==> src/rtl/lane_serializer_param.sv <==
// Round-robin serializer: LANES parallel WIDTH-bit lanes onto one MSB-first bit stream.
// One bit clock; slot and lane counters replace divided clocks; idle comma fills gaps.
module lane_serializer_param #(
    parameter int                LANES      = 4,
    parameter int                WIDTH      = 8,
    parameter logic [WIDTH-1:0]  IDLE_WORD  = 8'hBC,
    parameter int                SYNC_WORDS = 4,
    localparam int               LW         = (LANES > 1) ? $clog2(LANES) : 1
) (
    input  logic                     clk_i,
    input  logic                     reset_ni,
    input  logic                     en_i,
    input  logic [LANES*WIDTH-1:0]   in_data_i,
    input  logic [LANES-1:0]         in_valid_i,
    output logic                     data_out_o,
    output logic [LANES-1:0]         word_ack_o,
    output logic [LW-1:0]            lane_idx_o,
    output logic                     frame_start_o,
    output logic                     active_o
);

    localparam int BW  = $clog2(WIDTH);
    localparam int SCW = $clog2(SYNC_WORDS + 1);

    localparam logic [1:0] ST_IDLE   = 2'd0;
    localparam logic [1:0] ST_SYNC   = 2'd1;
    localparam logic [1:0] ST_ACTIVE = 2'd2;

    logic [1:0]       state_q, state_d;
    logic [BW-1:0]    bit_cnt_q, bit_cnt_d;
    logic [LW-1:0]    lane_q, lane_d;
    logic [SCW-1:0]   sync_cnt_q, sync_cnt_d;
    logic [WIDTH-1:0] shreg_q, shreg_d;
    logic [LANES-1:0] ack_q, ack_d;
    logic             fs_q, fs_d;
    logic             active_q, active_d;

    logic             boundary_s;
    logic [WIDTH-1:0] lane_word_s;
    logic             lane_valid_s;
    logic [LANES-1:0] lane_onehot_s;

    // Select the word, valid bit and ack position of the lane owning the current slot
    always_comb begin
        lane_word_s   = '0;
        lane_valid_s  = 1'b0;
        lane_onehot_s = '0;
        for (int i = 0; i < LANES; i++) begin
            if (lane_q == LW'(i)) begin
                lane_word_s      = in_data_i[i*WIDTH +: WIDTH];
                lane_valid_s     = in_valid_i[i];
                lane_onehot_s[i] = 1'b1;
            end else begin
                lane_onehot_s[i] = 1'b0;
            end
        end
    end

    // Free-running bit and lane counters; they never stop, whatever the state
    always_comb begin
        boundary_s = (bit_cnt_q == '0);
        lane_d     = lane_q;
        if (bit_cnt_q == BW'(WIDTH - 1)) begin
            bit_cnt_d = '0;
            if (lane_q == LW'(LANES - 1)) begin
                lane_d = '0;
            end else begin
                lane_d = lane_q + LW'(1);
            end
        end else begin
            bit_cnt_d = bit_cnt_q + BW'(1);
        end
    end

    // State transitions and word loading, both only on slot boundaries
    always_comb begin
        state_d    = state_q;
        sync_cnt_d = sync_cnt_q;
        shreg_d    = {shreg_q[WIDTH-2:0], 1'b0};
        ack_d      = '0;
        fs_d       = 1'b0;
        active_d   = active_q;
        if (boundary_s) begin
            fs_d    = (lane_q == '0);
            shreg_d = IDLE_WORD;
            case (state_q)
                ST_IDLE: begin
                    if (en_i) begin
                        state_d    = ST_SYNC;
                        sync_cnt_d = SCW'(1);
                    end else begin
                        state_d    = ST_IDLE;
                        sync_cnt_d = '0;
                    end
                end
                ST_SYNC: begin
                    if (!en_i) begin
                        state_d    = ST_IDLE;
                        sync_cnt_d = '0;
                    end else if ((sync_cnt_q >= SCW'(SYNC_WORDS)) && (lane_q == '0)) begin
                        state_d    = ST_ACTIVE;
                        sync_cnt_d = '0;
                    end else if (sync_cnt_q < SCW'(SYNC_WORDS)) begin
                        sync_cnt_d = sync_cnt_q + SCW'(1);
                    end else begin
                        sync_cnt_d = sync_cnt_q;
                    end
                end
                ST_ACTIVE: begin
                    if (!en_i) begin
                        state_d = ST_IDLE;
                    end else begin
                        state_d = ST_ACTIVE;
                    end
                end
                default: begin
                    state_d    = ST_IDLE;
                    sync_cnt_d = '0;
                end
            endcase
            // The boundary that enters ACTIVE already carries lane data
            if ((state_d == ST_ACTIVE) && lane_valid_s) begin
                shreg_d = lane_word_s;
                ack_d   = lane_onehot_s;
            end else begin
                ack_d = '0;
            end
            active_d = (state_d == ST_ACTIVE);
        end else begin
            fs_d = 1'b0;
        end
    end

    // State registers; reset aborts any slot in progress
    always_ff @(posedge clk_i or negedge reset_ni) begin
        if (!reset_ni) begin
            state_q    <= ST_IDLE;
            bit_cnt_q  <= '0;
            lane_q     <= '0;
            sync_cnt_q <= '0;
            shreg_q    <= '0;
            ack_q      <= '0;
            fs_q       <= 1'b0;
            active_q   <= 1'b0;
        end else begin
            state_q    <= state_d;
            bit_cnt_q  <= bit_cnt_d;
            lane_q     <= lane_d;
            sync_cnt_q <= sync_cnt_d;
            shreg_q    <= shreg_d;
            ack_q      <= ack_d;
            fs_q       <= fs_d;
            active_q   <= active_d;
        end
    end

    assign data_out_o    = shreg_q[WIDTH-1];
    assign word_ack_o    = ack_q;
    assign lane_idx_o    = lane_q;
    assign frame_start_o = fs_q;
    assign active_o      = active_q;

endmodule

==> config.mk <==
export PLATFORM = sky130hd
export DESIGN_NAME = lane_serializer_param
export DESIGN_NICKNAME = d
export VERILOG_FILES = /design/src/rtl/lane_serializer_param.sv
export SDC_FILE = /design/constraint.sdc
export NUM_CORES = 1
export LEC_CHECK = 0
export ABC_AREA = 1
export BUFFER_PORTS_ARGS = -buffer_cell sky130_fd_sc_hd__buf_2
export CORE_ASPECT_RATIO = 1.5
export CORE_MARGIN = 1.5
export CORE_UTILIZATION = 53
export DETAILED_ROUTE_END_ITERATION = 8
export GPL_TIMING_DRIVEN = 0
export PLACE_DENSITY = 0.81
export SLEW_MARGIN = 10
export SYNTH_ARGS = -nofsm -noshare
export SYNTH_HDL_FRONTEND = slang
export SYNTH_SLANG_ARGS = --single-unit
==> constraint.sdc <==
create_clock -name clk_i -period 2.45 [get_ports clk_i]
set_clock_uncertainty 0.1 [all_clocks]
set_input_delay 0.6125 -clock clk_i [delete_from_list [all_inputs] [get_ports clk_i]]
set_output_delay 0.6125 -clock clk_i [all_outputs]
set_load 0.05 [all_outputs]
After elaboration in Yosys (flattened, before gate mapping) --
Cells that the tools add are included.
Word-level totals: register bits 24, input bits 39, output and inout bits 9
Cells by class: add/subtract/negate cells 3, magnitude comparators 2, equality and inequality tests 8, multiplexer cells 30, bitwise operators 1, reduce and logical (&&, ||, !) cells 6
Operators by type and width (count):
- 8-bit 2-to-1 mux | 6
- 3-bit 2-to-1 mux | 4
- 1-bit 2-to-1 mux | 11
- 2-bit 2-to-1 mux | 5
- 3-bit case mux with 3 select lines | 1
- 2-bit equality test (second input constant) | 4
- 4-bit 2-to-1 mux | 2
- 3-bit by 1-bit adder with 3-bit output (second input constant) | 2
- 2-bit case mux with 3 select lines | 1
- 2-bit by 1-bit equality test with 1-bit output (second input constant) | 2
- 2-bit logical NOT | 2
- 4-bit inequality test (second input constant) | 1
- 3-bit equality test (second input constant) | 1
- 3-bit greater-or-equal comparator (second input constant) | 1
- 3-bit logical NOT | 1
- 3-bit < comparator (second input constant) | 1
- 3-bit AND reduction | 1
- 2-bit by 1-bit adder with 2-bit output (second input constant) | 1
- 1-bit logical AND | 2
- 1-bit inverter | 1

Depth between registers and ports, before layout --
Gate-level depths: netlist of run 1.
depth after elaboration 10, depth in mapped cells 11

Worst setup path before layout of run 1 --
Ideal clock, no wire load.
kind flip-flop to flip-flop, start point register lane_q[0] (netlist: lane_idx_o[0]), end point register sync_cnt_q[2], data arrival time 1719 ps, required time 2231 ps, slack 512 ps, cell stages (with the launch flop) 11, path through dfrtp_1 -> inv_1 -> ha_1 -> buf_4 -> inv_1 -> nand2_1 -> nor2_1 -> nor2_2 -> nand2_1 -> nand2_1 -> and2_1
On the way: longest elaborated chain between the ends 5, elaborated cells on any way between the ends 7
RTL lines:
- from (decl) | line 31 | logic [LW-1:0] lane_q, lane_d;
- from (signal assigned) | line 148 | lane_q <= lane_d;
- 2-bit logical NOT * | line 100 | end else if ((sync_cnt_q >= SCW'(SYNC_WORDS)) && (lane_q == '0)) begin
- 1-bit logical AND * | line 100
- 3-bit 2-to-1 mux | line 100
- 3-bit 2-to-1 mux | line 97 | if (!en_i) begin
- 3-bit case mux with 3 select lines | line 86 | case (state_q)
- to (signal assigned) | line 149 | sync_cnt_q <= sync_cnt_d;
- to (decl) | line 32 | logic [SCW-1:0] sync_cnt_q, sync_cnt_d;
Mark *: on every way between the ends. The rest lies on a longest branch, timed or not. A chain may end at the register's enable or synchronous reset.

Worst setup path after layout of run 1 --
Ends and elaborated chain as after synthesis.

==> impl_metrics.tcl, run 1 <==
set metrics [dict create \
    status "finished, final reports clean" \
    critPathArrivalTime_ns 1.98 \
    nFillCells 214 \
    finalSetupTns_ns 0 \
    cts_setup_buffers 0 \
    die_h_um 66.40 \
    num-nets-final 283 \
    path_max_fanout 10 \
    grt_max_degree 25 \
    antenna_cells 0 \
    yosysSeqAreaShare 0.4229 \
    grt_util_met2 0.3857 \
    r2r.worst_path.cells 9 \
    die-area_mm2 0.003005 \
    place_hpwl_um 2252 \
    met3_usage 0.02732 \
    regToRegStartpoint "lane_idx_o[0]$_DFFE_PN0P_" \
    netlist-cell-type-count 24 \
    dp_slack_ns 0.5709 \
    place_congestion 0.7578 \
    core_region_area_mm2 0.002505 \
    required_ns 2.57 \
    initial_utilization 0.5669 \
    root_buffer "clkbuf_4" \
    wl_per_cell_um 10.33 \
    p_leak_nw 0.9906 \
    placed_cell_area_mm2 0.001700 \
    ctsResizeCount 0 \
    drtPass1Iterations 4 \
    final_layout_size_suffix_gt1_frac 0.3248 \
    finalHoldViolations 0 \
    startpoint_type "flop" \
    clkTransAtPathRegs_ns 0.13 \
    numPortBuffers 47 \
    relSlewSlack 0.6675 \
    hp-class "input port to asynchronous set/reset pin" \
    worstPathCellList "inv_1 -> ha_1 -> buf_4 -> inv_1 -> nand2_1 -> nor2_1 -> nor2_2 -> o21ai_0 -> and2_1" \
    ys.flop_type "dfrtp_1" \
    clk_latency_ns 0.31 \
    ios 48 \
    drt-initial-drc-count 8 \
    postSynthAreaPerCell_um2 7.760 \
    top_usage_layer "met2" \
    grt_pass1_wl_um 4802 \
    synth_nets 231 \
    rows 22 \
    drc 0 \
    fin_crit_sh 0.7599 \
    crit_buf_inv 3 \
    setup_viol 0 \
    netlist_area_mm2 0.001420 \
    ant_nets 0 \
    clockBufferDepth 2 \
    worstSetupPathType "flop to flop" \
    slowest_stage "dfrtp_1" \
    grt_use_total 0.2174 \
    htree_levels 1 \
    final_cell_area_mm2 0.001753 \
    rsz0062_at_grt "false" \
    irDropWorstVdd_uv 303.1 \
    worstMarginPinSlew_ns 0.4988 \
    max_freq_mhz 537.1 \
    fin_hold_ws_ns 0.1388 \
    async_flop_share 1.000 \
    max_stage_delay_ns 0.44 \
    die_x_um 45.27 \
    r2r_slack_ns 0.59 \
    drt-vias-per-instance 4.685 \
    syn_to_final_growth_pct 23.44 \
    finalCriticalPeriod_ns 1.862 \
    cts.sinks 24 \
    tritoncts "built" \
    gr-total-overflow 0 \
    cpMostUsedCell "inv_1" \
    ys_seq_elements 24 \
    timing.rr.end "sync_cnt_q[2]$_DFFE_PN0P_" \
    drv_cap 0 \
    synth_edf_count 0 \
    p_per_area_mw_per_mm2 424.3 \
    maxSlewViolCount 0 \
    vias 1265 \
    cts_buffers 3 \
    gr-usage-met1 0.2369 \
    grt_antenna_before_repair 0 \
    worst_setup_path_end_kind "flop" \
    first_global_vias 1213 \
    hold_buffers 0 \
    synthCells 183 \
    ys_warn_count 0 \
    finalWorstSetupSlack_ns 0.5881 \
    path_delay_family "simple AND/OR/NAND/NOR gates" \
    routed_wirelength_um 2788 \
]
## placed cells by master (no fill, tap or decap)
cell type	instances
nand4_1	1
nand2_2	1
ha_1	9
nor2_8	1
o21ai_1	2
o21ai_0	7
buf_6	1
nand2_1	51
nand3_1	9
buf_4	1
nor2_4	1
inv_2	2
nand2_4	1
clkbuf_4	3
inv_4	1
buf_2	48
buf_1	1
bufinv_16	1
nor2_1	16
dfrtp_1	24
nor2_2	5
or2_2	10
and2_1	1
a21oi_1	18
o211ai_1	2
inv_1	17
## power by group
part	internal [mW]	switching [mW]	leakage (nW)	total, mW
clock	0.165	0.115	0.0279	0.280
combinational	0.0326	0.0288	0.666	0.0614
sequential	0.399	0.00283	0.297	0.402
## cell families after synthesis
logic type                 synth area share
adders and majority gates           0.07930
buffers and inverters               0.07401
AOI/OAI and AO/OA                    0.1057
and+or+nand+nor                      0.3181
DFF                                  0.4229
## flip-flops by register name, indices dropped and copies added, names as in the netlist
| signal | flops |
|---|---|
| word_ack_o | 4 |
| shreg_q | 8 |
| state_q | 2 |
| active_o | 1 |
| lane_idx_o | 2 |
| bit_cnt_q | 3 |
| frame_start_o | 1 |
| sync_cnt_q | 3 |
## final cells by class
| class | count | area (um^2) | area share |
|---|---|---|---|
| well taps | 36 | 45.04 | 0.02570 |
| flip-flops and latches | 24 | 600.6 | 0.3426 |
| clock inverters | 1 | 30.03 | 0.01713 |
| plain buffers | 4 | 27.53 | 0.01570 |
| repair buffers | 47 | 235.2 | 0.1342 |
| inverters | 20 | 77.57 | 0.04425 |
| clock buffers | 3 | 22.52 | 0.01285 |
| multi-input cells | 135 | 714.4 | 0.4076 |
## through the flow
step                        util  instances  total power [mW]
after global routing      0.6998        270            0.7708
after floorplan                -        183            0.4317
after detailed placement  0.6788        266            0.4716
after CTS                 0.6998        270            0.7524
final                     0.6998        270            0.7437
after global placement    0.6788        266            0.4717
## Yosys cell counts (2+ instances only)
| cell | count | area, um^2 |
|---|---|---|
| nor2_1 | 16 | 60.06 |
| o21ai_1 | 2 | 10.01 |
| inv_1 | 17 | 63.81 |
| nand2_1 | 51 | 191.4 |
| a21oi_1 | 18 | 90.09 |
| nand3_1 | 9 | 45.04 |
| or2_2 | 10 | 62.56 |
| o21ai_0 | 7 | 35.03 |
| ha_1 | 9 | 112.6 |
| dfrtp_1 | 24 | 600.6 |
| o211ai_1 | 2 | 15.01 |
| inv_2 | 2 | 7.510 |
| nor2_2 | 5 | 31.28 |
## worst max path at each step
stage | startpoint | end | slack, ns | cells past startpoint
after floorplan | lane_idx_o[0]$_DFFE_PN0P_ | sync_cnt_q[2]$_DFFE_PN0P_ | 0.51 | 10
after global placement | lane_idx_o[0]$_DFFE_PN0P_ | sync_cnt_q[2]$_DFFE_PN0P_ | 0.63 | 9
after detailed placement | lane_idx_o[0]$_DFFE_PN0P_ | sync_cnt_q[2]$_DFFE_PN0P_ | 0.57 | 9
after CTS | lane_idx_o[0]$_DFFE_PN0P_ | sync_cnt_q[2]$_DFFE_PN0P_ | 0.56 | 9
after global routing | lane_idx_o[0]$_DFFE_PN0P_ | sync_cnt_q[2]$_DFFE_PN0P_ | 0.45 | 9
final | lane_idx_o[0]$_DFFE_PN0P_ | sync_cnt_q[2]$_DFFE_PN0P_ | 0.59 | 9
## routing by layer
layer	routed length [um]	share of wire
met5	0	0
met3	122	0.044
met2	1422	0.51
met1	1160	0.42
met4	83	0.030
(Power assumes the default switching activity.)
==> run 2: changes to the inputs <==
- CORE_UTILIZATION: 53 -> 45
- PLACE_DENSITY: 0.81 -> 0.73
- clock period: 2.45 -> 1.6 ns (I/O delays scaled with it)
==> impl_metrics.tcl, run 2 (synthesized netlist as in run 1, its figures left out) <==
set metrics [dict create \
    status "complete, but fails checks" \
    violations "negative hold slack, negative setup slack" \
    fin_hold_ws_ns -0.01010 \
    drt-vias-per-instance 4.747 \
    slowest_stage "dfrtp_2" \
    htree_levels 1 \
    largest_register_ffs 8 \
    r2r.worst_path.cells 11 \
    routed_wirelength_um 3109 \
    die_h_um 71.80 \
    place_hpwl_um 2412 \
    num-nets-final 291 \
    grt_antenna_before_repair 0 \
    startpoint_type "flop" \
    irDropWorstVdd_uv 382.8 \
    first_global_vias 1268 \
    drc 0 \
    clk_latency_ns 0.27 \
    die_x_um 48.87 \
    max_freq_mhz 621.3 \
    required_ns 1.70 \
    multi_input_area_um2 774.5 \
    root_buffer "clkbuf_8" \
    path_max_fanout 8 \
    rsz0062_at_grt "true" \
    p_per_area_mw_per_mm2 639.2 \
    wl_per_cell_um 11.06 \
    max_stage_delay_ns 0.46 \
    ff_latch_area_um2 603.1 \
    ant_nets 0 \
    vias 1334 \
    syn_to_final_growth_pct 35.68 \
    dp_slack_ns -0.04919 \
    maxSlewViolCount 0 \
    p_leak_nw 1.033 \
    grt_use_total 0.1962 \
    finalHoldViolations 14 \
    clkTransAtPathRegs_ns 0.08 \
    nFillCells 289 \
    gr-total-overflow 0 \
    core_region_area_mm2 0.002943 \
    final_layout_size_suffix_gt1_frac 0.4256 \
    finalWorstSetupSlack_ns -0.009605 \
    numPortBuffers 47 \
    fin_crit_sh 1.006 \
    grt_max_degree 25 \
    die-area_mm2 0.003509 \
    tritoncts "built" \
    place_congestion 0.8149 \
    drtPass1Iterations 4 \
    drv_cap 0 \
    rows 24 \
    critPathArrivalTime_ns 1.71 \
    grt_pass1_wl_um 5423 \
    antenna_cells 0 \
    layout_common_cells "47 x buf_2, 46 x nand2_1, 22 x dfrtp_1, 18 x a21oi_1, 14 x nor2_1" \
    cpMostUsedCell "nand2_1" \
    cts_buffers 3 \
    relSlewSlack 0.6628 \
    cts.sinks 24 \
    final_common_cell "buf_2" \
    hp-class "input port to asynchronous set/reset pin" \
    finalCriticalPeriod_ns 1.610 \
    drt-initial-drc-count 22 \
    worstMarginPinSlew_ns 0.5057 \
    initial_utilization 0.4826 \
    worstSetupPathType "flop to flop" \
    worstPathCellList "inv_4 -> ha_4 -> buf_8 -> nand2_2 -> nand2_1 -> nand3_1 -> nand2_1 -> nand2_2 -> nor2_8 -> nand2_1 -> nand2_1" \
    clockBufferDepth 2 \
    ios 48 \
    worst_setup_path_end_kind "flop" \
    top_register "shreg_q" \
    hold_buffers 0 \
    setup_viol 3 \
]
[run 2: final cells by class]
type	count	share of cell area
tap	39	0.02532
buffer	4	0.02143
clock inverter	1	0.01558
timing repair buffer	55	0.1552
clock buffer	3	0.02143
sequential	24	0.3130
inverter	20	0.04610
multi-input combinational	135	0.4019
[run 2: worst max-delay path: cells and delay by family (launching register included)]
family,cells,cell delay (ns)
AND/OR/NAND/NOR,8,0.62
buffers and inverters,2,0.21
flip-flops,1,0.46
adder cells (fa/ha/maj),1,0.15
[run 2: power by group]
part | internal [mW] | leakage, nW | switching [mW] | total, mW
Sequential | 0.611 | 0.295 | 0.00484 | 0.616
Combinational | 0.0506 | 0.702 | 0.0460 | 0.0966
Clock | 0.334 | 0.0357 | 0.185 | 0.519
[run 2: per-layer routing]
| metal | wire length (um) | share of wire | global-route usage | up-vias |
|---|---|---|---|---|
| li1 | - | - | - | 698 |
| met5 | 0 | 0 | 0 | - |
| met2 | 1719 | 0.55 | 0.3760 | 38 |
| met1 | 1221 | 0.39 | 0.2203 | 593 |
| met4 | 52 | 0.017 | 0.07619 | 0 |
| met3 | 115 | 0.037 | 0.01875 | 5 |
[run 2: path summary, 6_finish.rpt]
check                                           from                         to  slack (ns)
max                        lane_idx_o[1]$_DFFE_PN0P_       shreg_q[1]$_DFF_PN0_       -0.01
min in group clk_i                     in_data_i[24]       shreg_q[0]$_DFF_PN0_        0.29
max reg2reg                lane_idx_o[1]$_DFFE_PN0P_       shreg_q[1]$_DFF_PN0_       -0.01
max in group asynchronous                   reset_ni  lane_idx_o[1]$_DFFE_PN0P_        1.03
min reg2reg                     shreg_q[5]$_DFF_PN0_       shreg_q[6]$_DFF_PN0_        0.37
min                                         reset_ni    frame_start_o$_DFF_PN0_       -0.01
[run 2: what timing repair did]
item,in CTS,in global routing
endpoints found under the setup margin,13,15
pin swaps,5,10
setup buffers,5,3
resized for setup,5,13
[run 2: per-stage QoR]
step	std cells	power [mW]	util	setup TNS (ns)	cell area, um^2
after floorplan	183	0.6613	-	-0.3881	1460
after global placement	269	0.7241	0.5927	-0.3978	1744
after detailed placement	269	0.7241	0.5927	-0.4663	1744
after CTS	278	1.241	0.6369	-0.3646	1874
after global routing	281	1.280	0.6548	-1.073	1927
final	281	1.232	0.6548	-0.02164	1927
==> run 3: changes to the inputs <==
- CORE_MARGIN: 1.5 -> unset
- PLACE_DENSITY: 0.73 -> 0.74
==> impl_metrics.tcl, run 3 (synthesized netlist as in run 1, its figures left out) <==
set metrics [dict create \
    status "complete, but fails checks" \
    violations "negative hold slack, negative setup slack" \
    clk_latency_ns 0.27 \
    worst_setup_path_end_kind "flop" \
    hold_buffers 0 \
    clockBufferDepth 2 \
    layout_common_cells "48 x buf_2, 43 x nand2_1, 22 x dfrtp_1, 17 x a21oi_1, 14 x nor2_1" \
    first_global_vias 1315 \
    fin_util 0.6726 \
    place_congestion 0.7701 \
    rsz0062_at_grt "true" \
    final_layout_size_suffix_gt1_frac 0.4531 \
    root_buffer "clkbuf_8" \
    cts_buffers 3 \
    vias 1367 \
    initial_utilization 0.4826 \
    place_hpwl_um 2353 \
    largest_register_ffs 8 \
    maxSlewViolCount 0 \
    top_register "shreg_q" \
    fin_cells 284 \
    rows 24 \
    drv_cap 0 \
    cts.sinks 24 \
    startpoint_type "flop" \
    syn_to_final_growth_pct 39.38 \
    max_freq_mhz 610.5 \
    multi_input_area_um2 800.8 \
    finalCriticalPeriod_ns 1.638 \
    max_stage_delay_ns 0.45 \
    fin_crit_sh 1.024 \
    path_max_fanout 10 \
    core_region_area_mm2 0.002943 \
    placed_cell_area_mm2 0.001744 \
    required_ns 1.65 \
    routed_wirelength_um 3301 \
    die_x_um 47.87 \
    irDropWorstVdd_uv 394.1 \
    die_h_um 70.80 \
    place_inst 269 \
    grt_max_degree 25 \
    fin_hold_ws_ns -0.009909 \
    finalHoldViolations 14 \
    drt-vias-per-instance 4.813 \
    numPortBuffers 47 \
    drt-initial-drc-count 21 \
    worstMarginPinSlew_ns 0.5103 \
    finalSetupTns_ns -0.1793 \
    grt_antenna_before_repair 0 \
    final_cell_area_mm2 0.001979 \
    clkTransAtPathRegs_ns 0.08 \
    ff_latch_area_um2 603.1 \
    ios 48 \
    worstPathCellList "inv_4 -> ha_4 -> buf_4 -> a21oi_1 -> nand2_2 -> nand2_4 -> nor2_8 -> a21oi_1" \
    critPathArrivalTime_ns 1.69 \
    nFillCells 279 \
    cpMostUsedCell "a21oi_1" \
    setup_viol 11 \
    drc 0 \
    p_leak_nw 1.055 \
    relSlewSlack 0.6598 \
    finalWorstSetupSlack_ns -0.03801 \
    die-area_mm2 0.003389 \
    htree_levels 1 \
    num-nets-final 294 \
    antenna_cells 0 \
    hp-class "input port to asynchronous set/reset pin" \
    r2r.worst_path.cells 8 \
    grt_use_total 0.2159 \
    wl_per_cell_um 11.62 \
    gr-total-overflow 0 \
    p_per_area_mw_per_mm2 627.9 \
    final_common_cell "buf_2" \
    grt_pass1_wl_um 5326 \
    drtPass1Iterations 4 \
    ant_nets 0 \
    report.power.total_mw 1.243 \
    worstSetupPathType "flop to flop" \
    slowest_stage "dfrtp_2" \
    tritoncts "built" \
]
==> run 3: report_power, final <==
group          internal [mW]  switching, mW  leakage (nW)
combinational         0.0513         0.0484         0.724
sequential             0.611        0.00453         0.295
clock                  0.334          0.193        0.0357
==> run 3: critical path: cells and delay by family (launching register included) <==
kind	cells	cell delay (ns)
flip-flops	1	0.45
AND/OR/NAND/NOR	3	0.34
adder cells (fa/ha/maj)	1	0.16
buffers and inverters	2	0.27
AO/OA/AOI/OAI	2	0.19
==> run 3: worst paths after layout <==
kind,endpoint,slack [ns],startpoint
max in group asynchronous,lane_idx_o[1]$_DFFE_PN0P_,1.03,reset_ni
hold reg to reg,shreg_q[6]$_DFF_PN0_,0.36,shreg_q[5]$_DFF_PN0_
min in group clk_i,shreg_q[0]$_DFF_PN0_,0.32,in_data_i[24]
hold / removal,frame_start_o$_DFF_PN0_,-0.01,reset_ni
setup / recovery,shreg_q[7]$_DFF_PN0_,-0.04,lane_idx_o[0]$_DFFE_PN0P_
setup reg to reg,shreg_q[7]$_DFF_PN0_,-0.04,lane_idx_o[0]$_DFFE_PN0P_
==> run 3: area by class of cell <==
| cell class | count | share of cell area |
|---|---|---|
| Buffer | 4 | 0.02086 |
| Clock buffer | 3 | 0.02086 |
| Clock inverter | 1 | 0.01517 |
| Inverter | 20 | 0.04614 |
| Multi-Input combinational cell | 135 | 0.4046 |
| Sequential cell | 24 | 0.3047 |
| Tap cell | 39 | 0.02465 |
| Timing Repair Buffer | 58 | 0.1631 |
==> run 3: timing repair <==
item                                    in CTS  in global routing
setup buffers                                6                  4
pin swaps                                    8                 11
cloned                                       0                  1
endpoints found under the setup margin      13                 13
resized for setup                            6                 21
==> run 3: metal layers <==
metal | global-route usage | vias up | part of all wire
li1 | - | 695 | -
met1 | 0.2426 | 618 | 0.39
met2 | 0.3814 | 47 | 0.55
met3 | 0.01786 | 7 | 0.038
met4 | 0.1019 | 0 | 0.023
met5 | 0 | - | 0
==> run 3: metrics by stage <==
step,setup slack [ns],hold WS [ns]
detailed placement,-0.07512,0.3106
CTS,-0.05185,0.01609
global placement,-0.07965,0.3066
floorplan,-0.03791,0.004409
global route,-0.1007,0.03685
finish,-0.03801,-0.009909
